$ cat config.mk
export PLATFORM = sky130hd
export DESIGN_NAME = pipe_stage_buf
export DESIGN_NICKNAME = d
export VERILOG_FILES = /design/src/rtl/pipe_stage_buf.sv
export SDC_FILE = /design/constraint.sdc
export NUM_CORES = 1
export LEC_CHECK = 0
export CAP_MARGIN = 40
export CORE_AREA = 2 2 161 163
export CTS_BUF_LIST = sky130_fd_sc_hd__clkbuf_8
export DETAILED_ROUTE_END_ITERATION = 8
export DIE_AREA = 0 0 163 165
export HOLD_SLACK_MARGIN = 0.02
export PLACE_DENSITY = 0.74
export SLEW_MARGIN = 40
export SYNTH_ARGS = -nofsm -noshare
export SYNTH_HDL_FRONTEND = slang
export SYNTH_SLANG_ARGS = --single-unit
$ cat constraint.sdc
create_clock -name clk -period 1.6 [get_ports clk]
set_input_delay 0.16 -clock clk [delete_from_list [all_inputs] [get_ports clk]]
set_output_delay 0.16 -clock clk [all_outputs]
set_load 0.01 [all_outputs]
$ cat src/rtl/pipe_stage_buf.sv
// Pipeline stage buffer with valid/allowin handshake, bubble PC/BD tracking and stall counter.
// Optional skid entry with registered in_allowin when PIPE_STAGE_SKID_EN is defined.
module pipe_stage_buf #(
  parameter int          DATA_W   = 160,
  parameter logic [31:0] RESET_PC = 32'h0000_3000,
  parameter int          CNT_W    = 16
) (
  input  logic              clk,
  input  logic              reset,
  input  logic              flush,
  input  logic              in_valid,
  output logic              in_allowin,
  input  logic [DATA_W-1:0] in_data,
  input  logic [31:0]       in_pc,
  input  logic              in_bd,
  output logic              out_valid,
  input  logic              out_allowin,
  output logic [DATA_W-1:0] out_data,
  output logic [31:0]       out_pc,
  output logic              out_bd,
  output logic [CNT_W-1:0]  stall_cnt,
  input  logic              stall_clr
);

  logic [DATA_W-1:0] r_data;
  logic [31:0]       r_pc;
  logic              r_bd;
  logic [CNT_W-1:0]  r_cnt;
  logic              w_load;
  logic              w_acc;

`ifdef PIPE_STAGE_SKID_EN

  typedef enum logic [1:0] {
    S_EMPTY,
    S_ONE,
    S_TWO
  } state_t;

  state_t            r_state;
  state_t            w_next;
  logic [DATA_W-1:0] r_sk_data;
  logic [31:0]       r_sk_pc;
  logic              r_sk_bd;
  logic              w_drain;

  assign out_valid  = (r_state != S_EMPTY);
  assign in_allowin = (r_state != S_TWO);
  assign w_load     = !out_valid || out_allowin;
  assign w_drain    = out_valid && out_allowin;
  assign w_acc      = in_valid && in_allowin && !flush;

  always_ff @(posedge clk) begin
    if (reset) r_state <= S_EMPTY;
    else       r_state <= w_next;
  end

  always_comb begin
    w_next = r_state;
    if (flush) begin
      w_next = S_EMPTY;
    end else begin
      unique case (r_state)
        S_EMPTY: if (w_acc) w_next = S_ONE;
        S_ONE: begin
          if (w_acc && !w_drain)      w_next = S_TWO;
          else if (!w_acc && w_drain) w_next = S_EMPTY;
        end
        S_TWO: if (w_drain) w_next = S_ONE;
        default: w_next = S_EMPTY;
      endcase
    end
  end

  // Main refills from skid first; otherwise from the input slot (beat or bubble).
  always_ff @(posedge clk) begin
    if (reset) begin
      r_data <= '0;
      r_pc   <= RESET_PC;
      r_bd   <= 1'b0;
    end else if (w_load) begin
      if (r_state == S_TWO && !flush) begin
        r_data <= r_sk_data;
        r_pc   <= r_sk_pc;
        r_bd   <= r_sk_bd;
      end else begin
        r_pc <= in_pc;
        r_bd <= in_bd;
        if (w_acc) r_data <= in_data;
      end
    end
  end

  always_ff @(posedge clk) begin
    if (w_acc && !w_load) begin
      r_sk_data <= in_data;
      r_sk_pc   <= in_pc;
      r_sk_bd   <= in_bd;
    end
  end

`else

  typedef enum logic {
    S_EMPTY,
    S_FULL
  } state_t;

  state_t r_state;
  state_t w_next;

  assign out_valid  = (r_state == S_FULL);
  assign w_load     = !out_valid || out_allowin;
  assign in_allowin = w_load;
  assign w_acc      = in_valid && w_load && !flush;

  always_ff @(posedge clk) begin
    if (reset) r_state <= S_EMPTY;
    else       r_state <= w_next;
  end

  always_comb begin
    w_next = r_state;
    if (flush)       w_next = S_EMPTY;
    else if (w_load) w_next = w_acc ? S_FULL : S_EMPTY;
  end

  always_ff @(posedge clk) begin
    if (reset) begin
      r_data <= '0;
      r_pc   <= RESET_PC;
      r_bd   <= 1'b0;
    end else if (w_load) begin
      r_pc <= in_pc;
      r_bd <= in_bd;
      if (w_acc) r_data <= in_data;
    end
  end

`endif

  always_ff @(posedge clk) begin
    if (reset)
      r_cnt <= '0;
    else if (stall_clr)
      r_cnt <= '0;
    else if (out_valid && !out_allowin && !flush && !(&r_cnt))
      r_cnt <= r_cnt + 1'b1;
  end

  assign out_data  = r_data;
  assign out_pc    = r_pc;
  assign out_bd    = r_bd;
  assign stall_cnt = r_cnt;

endmodule
Yosys cells after proc, flatten, opt, wreduce, memory -nomap -nowiden. Index checks and enable logic that the tools add are counted.

Output and inout bits: 211. Bits of input ports: 199. Flip-flop bits (word level): 210. Logic and storage cells: 21.

Reductions and logical operators: 14. Add/sub/neg operators: 1. Muxes and demuxes: 1.

Operators with widths (count): $add 16x1->16 const B (1); $reduce_and 16->1 (1); $logic_and 1x1->1 (5); $logic_not 1->1 (4); $reduce_or 2->1 (2); $reduce_and 2->1 (1); $logic_or 1x1->1 (1); $mux 1 (1).

Logic depth before layout (Yosys ltp). Gate-level depths: netlist (run 1).

Depth in word-level cells: 5. Mapped depth: 9. Mapped depth without buffers: 5.

Least setup slack after synthesis (run 1). OpenSTA, ideal clock, no wires.

Path type: register to register. Start: register r_cnt[8] (netlist: stall_cnt[8]). End: register r_cnt[15] (netlist: stall_cnt[15]). Required time: 1530 ps. Library setup time: 70 ps. Arrival: 1601 ps. Stages on the path, launching flop included: 6. Path buffers: 1. Period minus slack after synthesis: 1672 ps. Setup slack: -72 ps. Cells stage by stage: dfxtp_1 > buf_4 > nand3_2 > or4_1 > or4_1 > a21oi_1.

Cells in the longest elaborated chain, start to end: 3.

RTL lines: start, declared (RTL line 28) `logic [CNT_W-1:0] r_cnt;`; start signal, assigned (RTL line 148) `r_cnt <= r_cnt + 1'b1;`; branches (longest 3 deep; another with $add 16x1->16).

Parallel ways; which one is timed is not known. A chain may end at the register's enable or synchronous reset.

Worst setup path after layout (run 1).
Start: register r_cnt[0] (netlist: stall_cnt[0]). End: register r_cnt[3] (netlist: stall_cnt[3]).

The elaborated chain is that of the path after synthesis.

==> impl_metrics.tcl, run 1 <==
set metrics [dict create \
    nNetsFinal 1608 \
    wl_per_cell_um 15.00 \
    min_path_type "primary input to flip-flop" \
    placementRows 58 \
    remaining_drc_errors 0 \
    hp-start "reset" \
    ys_types 40 \
    grt_max_degree 99 \
    synth_area_leaders "dfxtp_1 56%, nand2_1 20%, a21oi_1 13%" \
    grt.total_usage_pct 18.32 \
    grt_pass1_vias 7943 \
    die_height_um 165 \
    clockPowerShare_pct 37.4 \
    worst_path_max_delay_cell "nor4_4" \
    final.setup.worst_slack_ns 0.01089 \
    start_kind "flip-flop" \
    wl_met2_um 13100 \
    vdd_drop_max_uv 668.6 \
    initial_utilization_pct 30.03 \
    grt_pass1_wl_um 39680 \
    synth_most_common_cell "nand2_1" \
    synthToLayoutAreaGrowth_pct 77.52 \
    worstPathArrival_ns 2.02 \
    dr_wl_met3_um 2203 \
    htreeDepth 2 \
    reg2reg_slack_ns 0.01 \
    leakage_nw 6.144 \
    hold_buffers 0 \
    slew_violations 0 \
    io_pins 410 \
    vias_per_cell 4.623 \
    clk_latency_ns 0.49 \
    top_layer "met4" \
    routed_wl_um 26430 \
    hold_depth 4 \
    cts_tree "built" \
    synth-seq-cells 210 \
    hold_viol 0 \
    p_comb_share_pct 15.0 \
    antenna_found_initial 2 \
    dp_slack_ns -0.2787 \
    finalCritPeriodShare_pct 99.32 \
    swShare_pct 24.86 \
    ant_nets 0 \
    synth.net_count 1151 \
    synth.yosys.seq_area_share_pct 55.91 \
    period_minus_slack_ns 1.589 \
    crit_chain "ha_4 -> nand4_1 -> nor4_4 -> buf_6 -> o21ai_1 -> a21oi_1" \
    synth-edff-count 0 \
    p_int_mw 8.832 \
    worst-setup-path-type "flip-flop to flip-flop" \
    pwr-share-seq_pct 47.6 \
    synth.avg_cell_area_um2 7.907 \
    clockBufferDepth 3 \
    dr.first_iter.drc_count 509 \
    setup_viol 0 \
    dieArea_um2 26900 \
    powerDensity_nw_per_um2 880.4 \
    r2r_cells 6 \
    timing.rr.start "stall_cnt[0]$_SDFFE_PP0P_" \
    ys.flop_type "dfxtp_1" \
    p_switching_mw 2.921 \
    status "completed" \
    vias 8146 \
    dr.pass1.iters 4 \
    cpLargestDelayFamily "simple AND/OR/NAND/NOR gates" \
    cts_root_buffer "clkbuf_8" \
    cts_buffers 37 \
    place.port_buffers 409 \
    synthesis.instances 951 \
    fmax_mhz 629.3 \
    path_max_fanout 7 \
    slew_headroom_pct 68.12 \
    async_flop_share_pct 0 \
    drive_gt1_share_pct 10.63 \
    finalClockSkew_ns 0.008790 \
    coreArea_um2 25040 \
    required_ns 2.03 \
    clkTransAtPathRegs_ns 0.05 \
    holdPathEnd "stall_cnt[8]$_SDFFE_PP0P_" \
    die_w_um 163 \
    grt_overflow 0 \
    dpl.hpwl_um 19340 \
    finalPower_mw 11.75 \
    gp_congestion 0.8025 \
    r2r_end "stall_cnt[3]$_SDFFE_PP0P_" \
    cts_num_sinks 210 \
    ys_top_cells_by_count "393 x nand2_1, 210 x dfxtp_1, 201 x a21oi_1" \
    syn_area_um2 7520 \
    worst_pin_slew_ns 0.4782 \
    yosys.area.top_type "dfxtp_1" \
    yosysTopAreaCellShare_pct 55.91 \
    synth_warnings 0 \
    cp-end-kind "flip-flop" \
    wl_met1_um 10140 \
    setup_tns_ns 0 \
    rsz0062_at_grt "yes" \
    cpPeakStageDelay_ns 0.40 \
    crit_buf_inv 1 \
    cap_violations 0 \
]
-- through the flow --
step                std cells  area (µm²)  utilization [%]  hold WS [ns]
floorplan                 951        7531                -        0.2842
global placement         1694       12490            49.89        0.4373
detailed placement       1694       12490            49.89        0.4443
CTS                      1755       13080            52.25       0.06806
global route             1762       13350            53.32        0.1031
finish                   1762       13350            53.32        0.1087
-- metal layers --
metal / up-vias / GRT usage (%)
met3: 66 / 5.927
met5: - / 0
met1: 3717 / 20.33
met2: 311 / 32.11
li1: 4052 / -
met4: 0 / 8.045
-- power groups by stage --
| stage | Combinational (mW) | Clock [mW] | Sequential, mW |
|---|---|---|---|
| 2_1_floorplan | 0.462 | 0 | 5.81 |
| 3_3_place_gp | 1.80 | 0 | 5.69 |
| 3_5_place_dp | 1.81 | 0 | 5.71 |
| 4_1_cts | 1.79 | 4.57 | 5.59 |
| 5_1_grt | 1.90 | 4.81 | 5.61 |
| 6_report | 1.76 | 4.40 | 5.59 |
-- layout make-up --
cell class	instances	area [µm²]
Antenna cell	2	5.005
Clock buffer	41	564.3
Clock inverter	20	81.33
Fill cell	2297	11690
Inverter	3	11.26
Multi-Input combinational cell	670	3104
Sequential cell	210	4219
Tap cell	330	412.9
Timing Repair Buffer	486	4951
-- tightest hold or removal path: stages --
cell	delay, ns
buf_6	0.10
nor2_1	0.05
buf_4	0.15
o21a_1	0.10
-- state kept, by name (all words and copies together) (netlist names) --
name	count
out_bd	1
out_data	160
out_pc	32
out_valid	1
stall_cnt	16
-- logic make-up after synthesis --
kind of cell    Yosys count  synth area share (%)
compound gates          221                 15.27
flops                   210                 55.91
buf+inv                  71                 4.010
simple gates            447                 24.49
fa+ha+maj                 1                0.1664
mux                       1                0.1497
-- worst max path at each step --
stage / start / endpoint / cells after the start
after global placement: out_allowin / stall_cnt[15]$_SDFFE_PP0P_ / 5
final: stall_cnt[0]$_SDFFE_PP0P_ / stall_cnt[3]$_SDFFE_PP0P_ / 6
after CTS: out_data[113]$_SDFFE_PP0P_ / out_data[113] / 1
after detailed placement: out_allowin / stall_cnt[15]$_SDFFE_PP0P_ / 5
after floorplan: stall_cnt[10]$_SDFFE_PP0P_ / stall_cnt[15]$_SDFFE_PP0P_ / 4
after global routing: stall_cnt[0]$_SDFFE_PP0P_ / stall_cnt[3]$_SDFFE_PP0P_ / 6
-- cells in the final DEF, fill, tap and decap left out, types with 3 or more instances in the layout --
master / count
buf_4: 57
dlygate4sd2_1: 53
nor2_1: 5
o31ai_1: 5
dfxtp_1: 200
clkinv_2: 5
clkdlybuf4s50_1: 299
nand3_1: 6
nand3b_1: 3
a21oi_1: 201
clkbuf_8: 41
dlymetal6s2s_1: 55
o21ai_1: 4
buf_6: 6
buf_12: 15
or3_1: 4
or4_1: 5
dfxtp_2: 9
nand2_1: 393
inv_1: 17
nand4_1: 5
nand2b_1: 3
-- timing repair --
item,4_1_cts,5_1_grt
pin swaps,0,13
resized for setup,61,81
setup endpoints to repair,56,69
setup buffers,0,5
gates cloned,0,1
Note: power is estimated with default switching activity, not from simulation.
==> inputs of run 2 (changes only) <==
- CAP_MARGIN: 40 -> unset
- SKIP_LAST_GASP: unset -> 1
==> run 2 against run 1 <==
Clock power hardly changed. Worst hold slack hardly changed. Sequential cell count stayed put. Via count is 0.18% higher. Final cell count stayed put. Sequential share of layout area hardly changed. Sequential power hardly changed. Largest cell class unchanged. Register-to-register slack hardly changed. Critical endpoint is now stall_cnt[2]$_SDFFE_PP0P_. Wire length is 0.14% lower. Maximum frequency is 0.10% lower. Power stayed put.
==> impl_metrics.tcl, run 2 (synthesis gave the netlist of run 1 again) <==
set metrics [dict create \
    routed_wl_um 26400 \
    multiInputGateArea_um2 3104 \
    clockBufferDepth 3 \
    worst-setup-path-type "flip-flop to flip-flop" \
    start_kind "flip-flop" \
    largest_reg_flops 160 \
    cts_buffers 37 \
    register_area_um2 4219 \
    crit_chain "buf_4 -> nand4_1 -> buf_4 -> nor4_4 -> buf_4 -> or4_1 -> nand2_1" \
    place.port_buffers 409 \
    pwr-share-seq_pct 47.6 \
    min_path_type "primary input to flip-flop" \
    slew_violations 0 \
    placementRows 58 \
    rsz0062_at_grt "yes" \
    p_switching_mw 2.921 \
    dpl.hpwl_um 19340 \
    setup_viol 0 \
    initial_utilization_pct 30.03 \
    hold_depth 4 \
    cts_tree "built" \
    clkTransAtPathRegs_ns 0.05 \
    clk_latency_ns 0.49 \
    cpLargestDelayFamily "simple AND/OR/NAND/NOR gates" \
    layout_common_cells "393 x nand2_1, 299 x clkdlybuf4s50_1, 201 x a21oi_1" \
    timing.rr.start "stall_cnt[8]$_SDFFE_PP0P_" \
    r2r_cells 7 \
    dieArea_um2 26900 \
    die_height_um 165 \
    crit_buf_inv 3 \
    vias_per_cell 4.632 \
    die_w_um 163 \
    finalCritPeriodShare_pct 99.42 \
    layout_commonest_cell "nand2_1" \
    grt_pass1_wl_um 39680 \
    worst_pin_slew_ns 0.4767 \
    io_pins 410 \
    cp-end-kind "flip-flop" \
    status "completed" \
    cap_violations 0 \
    slew_headroom_pct 68.22 \
    drive_gt1_share_pct 10.63 \
    grt_overflow 0 \
    vias 8161 \
    finalPower_mw 11.75 \
    required_ns 2.03 \
    worst_path_max_delay_cell "or4_1" \
    utilization_pct 53.30 \
    p_comb_share_pct 15.0 \
    wl_per_cell_um 14.98 \
    dr.first_iter.drc_count 500 \
    holdPathEnd "stall_cnt[8]$_SDFFE_PP0P_" \
    cts_root_buffer "clkbuf_8" \
    cts_num_sinks 210 \
    reg2reg_slack_ns 0.009 \
    grt.total_usage_pct 18.32 \
    cpPeakStageDelay_ns 0.47 \
    antenna_found_initial 2 \
    r2r_end "stall_cnt[2]$_SDFFE_PP0P_" \
    leakage_nw 6.140 \
    vdd_drop_max_uv 668.6 \
    cp.depth 7 \
    powerDensity_nw_per_um2 880.7 \
    grt_pass1_vias 7943 \
    finalClockSkew_ns 0.008415 \
    ant_nets 0 \
    hp-start "reset" \
    nNetsFinal 1608 \
    synthToLayoutAreaGrowth_pct 77.45 \
    period_minus_slack_ns 1.591 \
    crit_top_cell "buf_4" \
    p_int_mw 8.831 \
    remaining_drc_errors 0 \
    dr.pass1.iters 4 \
    grt_max_degree 99 \
    hold_viol 0 \
    gp_congestion 0.8025 \
    fillers 2298 \
    htreeDepth 2 \
    fmax_mhz 628.6 \
    swShare_pct 24.86 \
    clockPowerShare_pct 37.4 \
    coreArea_um2 25040 \
    worstPathArrival_ns 2.02 \
    path_max_fanout 8 \
]
-- run 2: changes by cell type in the layout (fill, tap and decap cells not counted) --
cell,before,now
dlygate4sd2_1,53,54
clkdlybuf4s15_1,1,0
buf_4,57,58
buf_6,6,5
-- run 2: worst max-delay path by stage --
| stage | from | endpoint | slack (ns) |
|---|---|---|---|
| 2_1_floorplan | stall_cnt[10]$_SDFFE_PP0P_ | stall_cnt[15]$_SDFFE_PP0P_ | -0.01 |
| 3_3_place_gp | out_allowin | stall_cnt[15]$_SDFFE_PP0P_ | -0.27 |
| 3_5_place_dp | out_allowin | stall_cnt[15]$_SDFFE_PP0P_ | -0.28 |
| 4_1_cts | out_valid$_SDFFE_PP0P_ | in_allowin | -0.11 |
| 5_1_grt | stall_cnt[0]$_SDFFE_PP0P_ | stall_cnt[3]$_SDFFE_PP0P_ | -0.06 |
| 6_report | stall_cnt[8]$_SDFFE_PP0P_ | stall_cnt[2]$_SDFFE_PP0P_ | 0.009 |
-- run 2: metrics by stage --
step | TNS, ns | hold slack (ns) | setup WS, ns | std cells | instance area [µm²]
6_report | 0 | 0.1086 | 0.009285 | 1762 | 13340
5_1_grt | -0.2580 | 0.1031 | -0.05569 | 1762 | 13340
4_1_cts | -0.1114 | 0.06806 | -0.1114 | 1755 | 13070
3_5_place_dp | -26.43 | 0.4443 | -0.2787 | 1694 | 12490
3_3_place_gp | -22.90 | 0.4373 | -0.2712 | 1694 | 12490
2_1_floorplan | -0.01390 | 0.2842 | -0.01390 | 951 | 7531
-- run 2: cell type report --
class	instances	share of cell area [%]
Antenna cell	2	0.03751
Clock buffer	41	4.229
Clock inverter	20	0.6095
Inverter	3	0.08439
Multi-Input combinational cell	670	23.26
Sequential cell	210	31.62
Tap cell	330	3.094
Timing Repair Buffer	486	37.07
-- run 2: metal layers --
metal  track usage, %  share of wire (%)  vias up
met5                0                  0        -
met4            8.045                3.8        0
met3            5.927                8.4       66
met2            32.11                 50      320
met1            20.33                 38     3723
li1                 -                  -     4052
-- run 2: power groups by stage --
stage	Clock, mW	Combinational (mW)	Sequential (mW)
after floorplan	0	0.462	5.81
after global placement	0	1.80	5.69
after detailed placement	0	1.81	5.71
after CTS	4.57	1.79	5.59
after global routing	4.81	1.90	5.61
final	4.40	1.76	5.59
-- run 2: what timing repair did --
item,in CTS,in global routing
hold buffers,0,0
buffers inserted,0,5
resized for setup,58,82
cloned,0,1
endpoints found under the setup margin,56,69
pin swaps,0,13
-- run 2: worst min-delay path: cells and delay by family --
| family | cells | cell delay (ns) |
|---|---|---|
| buffers and inverters | 2 | 0.25 |
| and+or+nand+nor | 1 | 0.05 |
| AOI/OAI and AO/OA | 1 | 0.10 |
